### src/rtl/ca_ps_sequencer_if.sv
// CA power-supply sequencer signal bundle.
// master drives operator/interlock inputs, slave is the sequencer.
interface ca_ps_sequencer_if;
    logic       start_req;
    logic       stop_req;
    logic       fault_ack;
    logic       perm_n;
    logic       not_ca_ok;
    logic       i_high_n;
    logic       u_low_n;
    logic       ca_ps_act;
    logic [2:0] state;
    logic       fault_latched;
    logic [2:0] fault_code;
    logic [1:0] retry_cnt;

    modport master (
        output start_req, stop_req, fault_ack,
        output perm_n, not_ca_ok, i_high_n, u_low_n,
        input  ca_ps_act, state, fault_latched,
        input  fault_code, retry_cnt
    );

    modport slave (
        input  start_req, stop_req, fault_ack,
        input  perm_n, not_ca_ok, i_high_n, u_low_n,
        output ca_ps_act, state, fault_latched,
        output fault_code, retry_cnt
    );
endinterface

### src/rtl/ca_ps_sequencer.sv
// CA power-supply on/off sequencer with fault latching and lockout.
// Define CA_AUTO_RETRY_EN to enable timed back-off and automatic re-arm.
module ca_ps_sequencer #(
    parameter int OK_TIMEOUT     = 4352,
    parameter int BACKOFF_CYCLES = 512,
    parameter int MAX_RETRY      = 3
) (
    input  logic                 clk,
    input  logic                 reset,
    ca_ps_sequencer_if.slave     bus
);

`ifdef CA_AUTO_RETRY_EN
    localparam bit AUTO_RETRY = 1'b1;
`else
    localparam bit AUTO_RETRY = 1'b0;
`endif

    typedef enum logic [2:0] {
        S_IDLE    = 3'd0,
        S_ARM     = 3'd1,
        S_WAIT_OK = 3'd2,
        S_RUN     = 3'd3,
        S_FAULT   = 3'd4,
        S_BACKOFF = 3'd5,
        S_LOCKOUT = 3'd6,
        S_BAD     = 3'd7
    } state_t;

    localparam logic [2:0] FC_PERM    = 3'd1;
    localparam logic [2:0] FC_OC      = 3'd2;
    localparam logic [2:0] FC_UV      = 3'd3;
    localparam logic [2:0] FC_OK_LOST = 3'd4;
    localparam logic [2:0] FC_TIMEOUT = 3'd5;

    localparam int TW = $clog2(OK_TIMEOUT + 1);
    localparam int BW = $clog2(BACKOFF_CYCLES + 1);
    localparam logic [TW-1:0] T_LAST = TW'(OK_TIMEOUT - 1);
    localparam logic [BW-1:0] B_LAST = BW'(BACKOFF_CYCLES - 1);

    state_t        st;
    state_t        st_nxt;
    logic          act_q;
    logic [TW-1:0] timer;
    logic [BW-1:0] bo_cnt;
    logic          latched_q;
    logic [2:0]    code_q;
    logic [1:0]    retry_q;

    logic          fault_hit;
    logic [2:0]    fault_cause;
    logic          stop_go;
    logic          clr_all;
    logic          bo_done;
    logic          retry_ok;
    logic [1:0]    retry_inc;

    assign bo_done   = (bo_cnt == B_LAST);
    assign retry_ok  = (int'({30'd0, retry_q}) <= MAX_RETRY);
    assign retry_inc = (retry_q == 2'd3) ? 2'd3 : retry_q + 2'd1;

    // Fault detection per active state, highest priority cause first.
    always_comb begin
        fault_hit   = 1'b0;
        fault_cause = 3'd0;
        case (st)
            S_ARM: begin
                if (bus.perm_n) begin
                    fault_hit   = 1'b1;
                    fault_cause = FC_PERM;
                end
            end
            S_WAIT_OK: begin
                if (bus.perm_n) begin
                    fault_hit   = 1'b1;
                    fault_cause = FC_PERM;
                end else if (bus.not_ca_ok && timer == T_LAST) begin
                    fault_hit   = 1'b1;
                    fault_cause = FC_TIMEOUT;
                end
            end
            S_RUN: begin
                if (bus.perm_n) begin
                    fault_hit   = 1'b1;
                    fault_cause = FC_PERM;
                end else if (!bus.i_high_n) begin
                    fault_hit   = 1'b1;
                    fault_cause = FC_OC;
                end else if (!bus.u_low_n) begin
                    fault_hit   = 1'b1;
                    fault_cause = FC_UV;
                end else if (bus.not_ca_ok) begin
                    fault_hit   = 1'b1;
                    fault_cause = FC_OK_LOST;
                end
            end
            default: ;
        endcase
    end

    // Next-state selection; faults outrank stop, stop outranks progress.
    always_comb begin
        st_nxt  = st;
        stop_go = 1'b0;
        clr_all = 1'b0;
        case (st)
            S_IDLE: begin
                if (bus.start_req && !bus.perm_n) st_nxt = S_ARM;
            end
            S_ARM: begin
                if (fault_hit) begin
                    st_nxt = S_FAULT;
                end else if (bus.stop_req) begin
                    st_nxt  = S_IDLE;
                    stop_go = 1'b1;
                end else begin
                    st_nxt = S_WAIT_OK;
                end
            end
            S_WAIT_OK: begin
                if (fault_hit) begin
                    st_nxt = S_FAULT;
                end else if (bus.stop_req) begin
                    st_nxt  = S_IDLE;
                    stop_go = 1'b1;
                end else if (!bus.not_ca_ok) begin
                    st_nxt = S_RUN;
                end
            end
            S_RUN: begin
                if (fault_hit) begin
                    st_nxt = S_FAULT;
                end else if (bus.stop_req) begin
                    st_nxt  = S_IDLE;
                    stop_go = 1'b1;
                end
            end
            S_FAULT: begin
                st_nxt = (AUTO_RETRY && retry_ok) ? S_BACKOFF : S_LOCKOUT;
            end
            S_BACKOFF: begin
                if (bus.fault_ack) begin
                    st_nxt  = S_IDLE;
                    clr_all = 1'b1;
                end else if (bus.stop_req) begin
                    st_nxt  = S_IDLE;
                    stop_go = 1'b1;
                end else if (bo_done && !bus.perm_n) begin
                    st_nxt = S_ARM;
                end
            end
            S_LOCKOUT: begin
                if (bus.fault_ack && !bus.perm_n) begin
                    st_nxt  = S_IDLE;
                    clr_all = 1'b1;
                end
            end
            default: st_nxt = S_LOCKOUT;
        endcase
    end

    // State register and activate command, updated on the same edge.
    always_ff @(posedge clk or posedge reset) begin
        if (reset) begin
            st    <= S_IDLE;
            act_q <= 1'b0;
        end else begin
            st    <= st_nxt;
            act_q <= (st_nxt == S_ARM) || (st_nxt == S_WAIT_OK) ||
                     (st_nxt == S_RUN);
        end
    end

    // WAIT_OK timer, cleared in ARM and held once at its last value.
    always_ff @(posedge clk or posedge reset) begin
        if (reset) begin
            timer <= '0;
        end else if (st == S_ARM) begin
            timer <= '0;
        end else if (st == S_WAIT_OK && timer != T_LAST) begin
            timer <= timer + TW'(1);
        end
    end

    // Back-off counter, runs only while in BACKOFF.
    always_ff @(posedge clk or posedge reset) begin
        if (reset) begin
            bo_cnt <= '0;
        end else if (st != S_BACKOFF) begin
            bo_cnt <= '0;
        end else if (!bo_done) begin
            bo_cnt <= bo_cnt + BW'(1);
        end
    end

    // Fault record: first cause sticks until acknowledged.
    always_ff @(posedge clk or posedge reset) begin
        if (reset) begin
            latched_q <= 1'b0;
            code_q    <= 3'd0;
            retry_q   <= 2'd0;
        end else if (fault_hit) begin
            latched_q <= 1'b1;
            retry_q   <= retry_inc;
            if (!latched_q) code_q <= fault_cause;
        end else if (clr_all) begin
            latched_q <= 1'b0;
            code_q    <= 3'd0;
            retry_q   <= 2'd0;
        end else if (stop_go) begin
            retry_q   <= 2'd0;
        end
    end

    assign bus.state         = st;
    assign bus.ca_ps_act     = act_q;
    assign bus.fault_latched = latched_q;
    assign bus.fault_code    = code_q;
    assign bus.retry_cnt     = retry_q;

endmodule

### src/flat_wrapper.sv
// flat-port wrapper written by rule: the top's interface ports become plain ports
module ca_ps_sequencer_flat 
#(
    parameter int OK_TIMEOUT     = 4352,
    parameter int BACKOFF_CYCLES = 512,
    parameter int MAX_RETRY      = 3
)
  (clk, reset, bus_start_req, bus_stop_req, bus_fault_ack, bus_perm_n, bus_not_ca_ok, bus_i_high_n, bus_u_low_n, bus_ca_ps_act, bus_state, bus_fault_latched, bus_fault_code, bus_retry_cnt);
  ca_ps_sequencer_if bus_i ();
  input  logic clk;
  input  logic reset;
  input wire logic [$bits(bus_i.start_req)-1:0] bus_start_req;
  input wire logic [$bits(bus_i.stop_req)-1:0] bus_stop_req;
  input wire logic [$bits(bus_i.fault_ack)-1:0] bus_fault_ack;
  input wire logic [$bits(bus_i.perm_n)-1:0] bus_perm_n;
  input wire logic [$bits(bus_i.not_ca_ok)-1:0] bus_not_ca_ok;
  input wire logic [$bits(bus_i.i_high_n)-1:0] bus_i_high_n;
  input wire logic [$bits(bus_i.u_low_n)-1:0] bus_u_low_n;
  output wire logic [$bits(bus_i.ca_ps_act)-1:0] bus_ca_ps_act;
  output wire logic [$bits(bus_i.state)-1:0] bus_state;
  output wire logic [$bits(bus_i.fault_latched)-1:0] bus_fault_latched;
  output wire logic [$bits(bus_i.fault_code)-1:0] bus_fault_code;
  output wire logic [$bits(bus_i.retry_cnt)-1:0] bus_retry_cnt;
  assign bus_i.start_req = bus_start_req;
  assign bus_i.stop_req = bus_stop_req;
  assign bus_i.fault_ack = bus_fault_ack;
  assign bus_i.perm_n = bus_perm_n;
  assign bus_i.not_ca_ok = bus_not_ca_ok;
  assign bus_i.i_high_n = bus_i_high_n;
  assign bus_i.u_low_n = bus_u_low_n;
  assign bus_ca_ps_act = bus_i.ca_ps_act;
  assign bus_state = bus_i.state;
  assign bus_fault_latched = bus_i.fault_latched;
  assign bus_fault_code = bus_i.fault_code;
  assign bus_retry_cnt = bus_i.retry_cnt;
  ca_ps_sequencer #(.OK_TIMEOUT(OK_TIMEOUT), .BACKOFF_CYCLES(BACKOFF_CYCLES), .MAX_RETRY(MAX_RETRY)) u_core (.clk(clk), .reset(reset), .bus(bus_i));
endmodule
### config.mk
export PLATFORM = sky130hd
export DESIGN_NAME = ca_ps_sequencer_flat
export DESIGN_NICKNAME = d
export VERILOG_FILES = /design/src/rtl/ca_ps_sequencer_if.sv /design/src/rtl/ca_ps_sequencer.sv /design/src/flat_wrapper.sv
export SDC_FILE = /design/constraint.sdc
export NUM_CORES = 1
export LEC_CHECK = 0
export BUFFER_PORTS_ARGS = -buffer_cell sky130_fd_sc_hd__buf_4
export CAP_MARGIN = 10
export CORE_ASPECT_RATIO = 1.4
export CORE_MARGIN = 2
export CORE_UTILIZATION = 40
export CTS_CLUSTER_SIZE = 14
export DETAILED_ROUTE_END_ITERATION = 7
export RECOVER_POWER = 100
export SETUP_SLACK_MARGIN = 0.3
export SYNTH_ARGS = -nofsm -noshare
export SYNTH_HDL_FRONTEND = slang
export SYNTH_SLANG_ARGS = --single-unit
### constraint.sdc
create_clock -name clk -period 2.43 [get_ports clk]
set_input_delay 0.1215 -clock clk [delete_from_list [all_inputs] [get_ports clk]]
set_output_delay 0.1215 -clock clk [all_outputs]
set_load 0.02 [all_outputs]
==> key figures <==
Logic synthesis
  – Post-Syn Instances: 210
  – Post-synthesis compound-gate area fraction: 19.9%
  – Commonest cells post-synth: dfrtp_1 (33), nand2_1 (18), nor2_1 (18)
  – Synth Register Bits: 33
  – Adder-cell share of the synthesized area: 1.24%
  – Main combinational cell family by area after synthesis: simple AND/OR/NAND/NOR gates
  – Post-synthesis simple-gate area fraction: 28.1%
  – Ys Warns: 0
  – Ys async rst share: 100%
  – Multiplexer share of the synthesized area: 3.48%
  – Post-Syn Area: 2020 µm²
  – Post-synthesis xor/xnor area fraction: 2.17%
  – Unique cell type count in the Yosys netlist: 57
  – Count leader, synth: dfrtp_1
  – Post-synth EDFFs: 0
  – Mapped Avg Cell Area: 9.60 µm²
  – Synth Net Count: 221
  – Post-synth top area share: 41.0%
  – Sequential area share after synthesis: 41.0%
  – Main synth FF type: dfrtp_1
  – Post-synth top area cell: dfrtp_1
  – Top cells by area, synth: dfrtp_1 (41%), a21oi_1 (3.7%), mux2i_1 (3.5%)

CTS
  – Clock Latency Late Sink: 0.29 ns
  – H-tree depth: 2
  – TritonCTS clock tree: built
  – Total CTS buffers: 5
  – CTS clk-pin slew, worst paths: 0.07 ns
  – Root buf cell: clkbuf_8
  – # clock sinks: 33
  – CTS max path bufs: 2
  – Post-CTS Resized: 0

Place
  – Routability cong.: 0.807
  – IO buf count: 18
  – Half-perimeter wire length after placement: 3250 µm

Floorplan
  – Row Count: 30
  – Core area: 4840 µm²
  – Die area: 5630 µm²
  – # IOs: 19
  – Starting Density: 41.6%
  – Die height: 88.0 µm
  – DIE WIDTH: 64.0 µm

Final layout
  – Area of the multi-input gates: 1100 µm²
  – Sequential cell area: 826 µm²
  – Layout cells sized above 1: 12.1%
  – FILL cells: 491
  – Layout Nets: 242
  – Area Overhead vs Synth: 11.4%
  – ANT cells: 0

Power
  – Switch Pwr: 749 µW
  – Static leakage: 0.000857 µW
  – Peak supply drop: 0.514 mV
  – Comb pwr share: 34.1%
  – Switching Share: 41.3%
  – PwrDens: 808 nW/µm²
  – Int Pwr: 1070 µW
  – Clock share of power: 22.3%
  – Sequential share of power: 43.6%

Worst hold path
  – Min-delay worst type: input pin to flop

Global route
  – First-pass GRT wire length: 7500 µm
  – Total track usage: 16.9%
  – Largest net degree at the start of global routing: 34
  – Total gr overflow: 0
  – Initial antenna violation count: 0
  – Vias in the first global route: 1,629

Route
  – Wire length on met1: 1970 µm
  – Total wire length: 4370 µm
  – Top Layer Used: met4
  – Vias after detailed routing: 1,681
  – DR DRC count: 0
  – Post-route ant nets: 0
  – Average wire per standard cell: 14.8 µm
  – Met3 wire length: 108 µm
  – Pre-Repair DR Iteration Count: 4
  – DR WL met2: 2230 µm
  – 1st-iter DRT viols: 72
  – Vias/cell: 5.68

Setup path
  – Slowest cell delay on critical path: 0.65 ns
  – WP data required: 2.64 ns
  – CP Cell Sequence: or2_0, o21ai_0, a2111oi_1, mux2i_1
  – Critical-path top delay cell: a2111oi_1
  – Critical setup path kind: flop to flop
  – CP arrival: 2.18 ns
  – Crit path launch type: flop
  – CP Max Fanout: 4
  – Setup crit end kind: flop

Timing
  – Relative slew slack: 44.1%
  – Measured slew at the worst slew-check pin: 0.838 ns
  – Post-route minimum period: 1.97 ns
  – Final Skew: 0.00695 ns
  – Pins Over Slew Limit: 0
  – Period utilization: 81.2%
  – FMAX: 0.507 GHz
  – RSZ-0062 raised after global routing: no
  – Final setup TNS: 0 ns
  – Hold Fails Final Rpt: 0
  – WHS: 0.0514 ns
  – Final setup fails: 0

Run status
  – Status: completed

Flow run
  – Max-cap viol count: 0
-- power groups by stage --
stage / combinational, µW / clock, µW / sequential [µW]
5_1_grt: 701 / 437 / 810
4_1_cts: 686 / 415 / 790
3_5_place_dp: 682 / 0 / 798
3_3_place_gp: 688 / 0 / 802
6_report: 620 / 405 / 791
2_1_floorplan: 465 / 0 / 807
-- worst paths after layout --
| kind | start | endpoint | slack [ns] | cells past startpoint |
|---|---|---|---|---|
| min in group asynchronous | reset | u_core.timer[8] | 0.64 | 4 |
| setup / recovery | u_core.timer[10] | u_core.timer[8] | 0.46 | 4 |
| setup reg to reg | u_core.timer[10] | u_core.timer[8] | 0.46 | 4 |
| hold reg to reg | u_core.bus.fault_code[0] | u_core.bus.fault_code[0] | 0.53 | 2 |
| hold / removal | bus_stop_req | u_core.bus.state[1] | 0.05 | 2 |
| max in group asynchronous | reset | u_core.bus.fault_code[0] | 1.27 | 4 |
-- critical path: cells and delay by family, from the launching register on --
kind | cells | cell delay, ns
mux | 1 | 0.25
simple gates | 1 | 0.36
compound gates | 2 | 0.90
flops | 1 | 0.38
-- what timing repair did --
| action | CTS | global route |
|---|---|---|
| endpoints found under the hold margin | 33 | 0 |
| setup endpoints to repair | 0 | 0 |
| hold buffers | 1 | 0 |
| buffers inserted | 0 | 0 |
-- per-layer routing --
metal  track usage, %  vias up
met3             3.73        5
li1                 -      840
met4             6.32        0
met5                0        -
met1             20.5      814
met2             29.3       22
-- flip-flops by register name, summed over array words and instances, names as in the netlist --
signal,count
u_core.bus.state,3
u_core.bo_cnt,10
u_core.bus.fault_latched,1
u_core.bus.ca_ps_act,1
u_core.bus.fault_code,3
u_core.bus.retry_cnt,2
u_core.timer,13
-- per-stage QoR --
step / utilization, % / worst slack (ns) / area (µm²) / power [µW] / instances
after floorplan: - / 0.653 / 2020 / 1270 / 210
after global placement: 45.5 / 0.523 / 2200 / 1490 / 287
after detailed placement: 45.5 / 0.524 / 2200 / 1480 / 287
after CTS: 47.4 / 0.488 / 2300 / 1890 / 296
after global routing: 46.4 / 0.233 / 2250 / 1950 / 296
final: 46.4 / 0.457 / 2250 / 1820 / 296
-- layout make-up --
class | count | area share (%)
Clock buffer | 6 | 3.23
Clock inverter | 2 | 0.446
Inverter | 9 | 1.50
Multi-Input combinational cell | 160 | 48.8
Sequential cell | 33 | 36.8
Tap cell | 64 | 3.57
Timing Repair Buffer | 22 | 5.68
-- cell usage in the layout, fill, tap and decap left out, types with 3 or more instances in the layout --
cell,n
dfrtp_1,33
nand2_1,18
nor2_1,18
a21oi_1,15
clkbuf_1,11
inv_1,9
buf_4,9
o21ai_0,8
nand3_1,8
mux2i_1,7
nand4_1,5
o31ai_1,5
nand2b_1,5
clkbuf_8,5
nor3b_1,4
nor3_1,4
xnor2_1,4
o41ai_1,4
or4_1,4
o221ai_1,3
o311ai_0,3
-- cell families after synthesis --
group / after synthesis
and+or+nand+nor: 91
AOI/OAI and AO/OA: 55
DFF: 33
buffers and inverters: 17
muxes: 7
xor gates and xnor gates: 5
adders and majority gates: 2
Power figures use the tool's default switching activity.
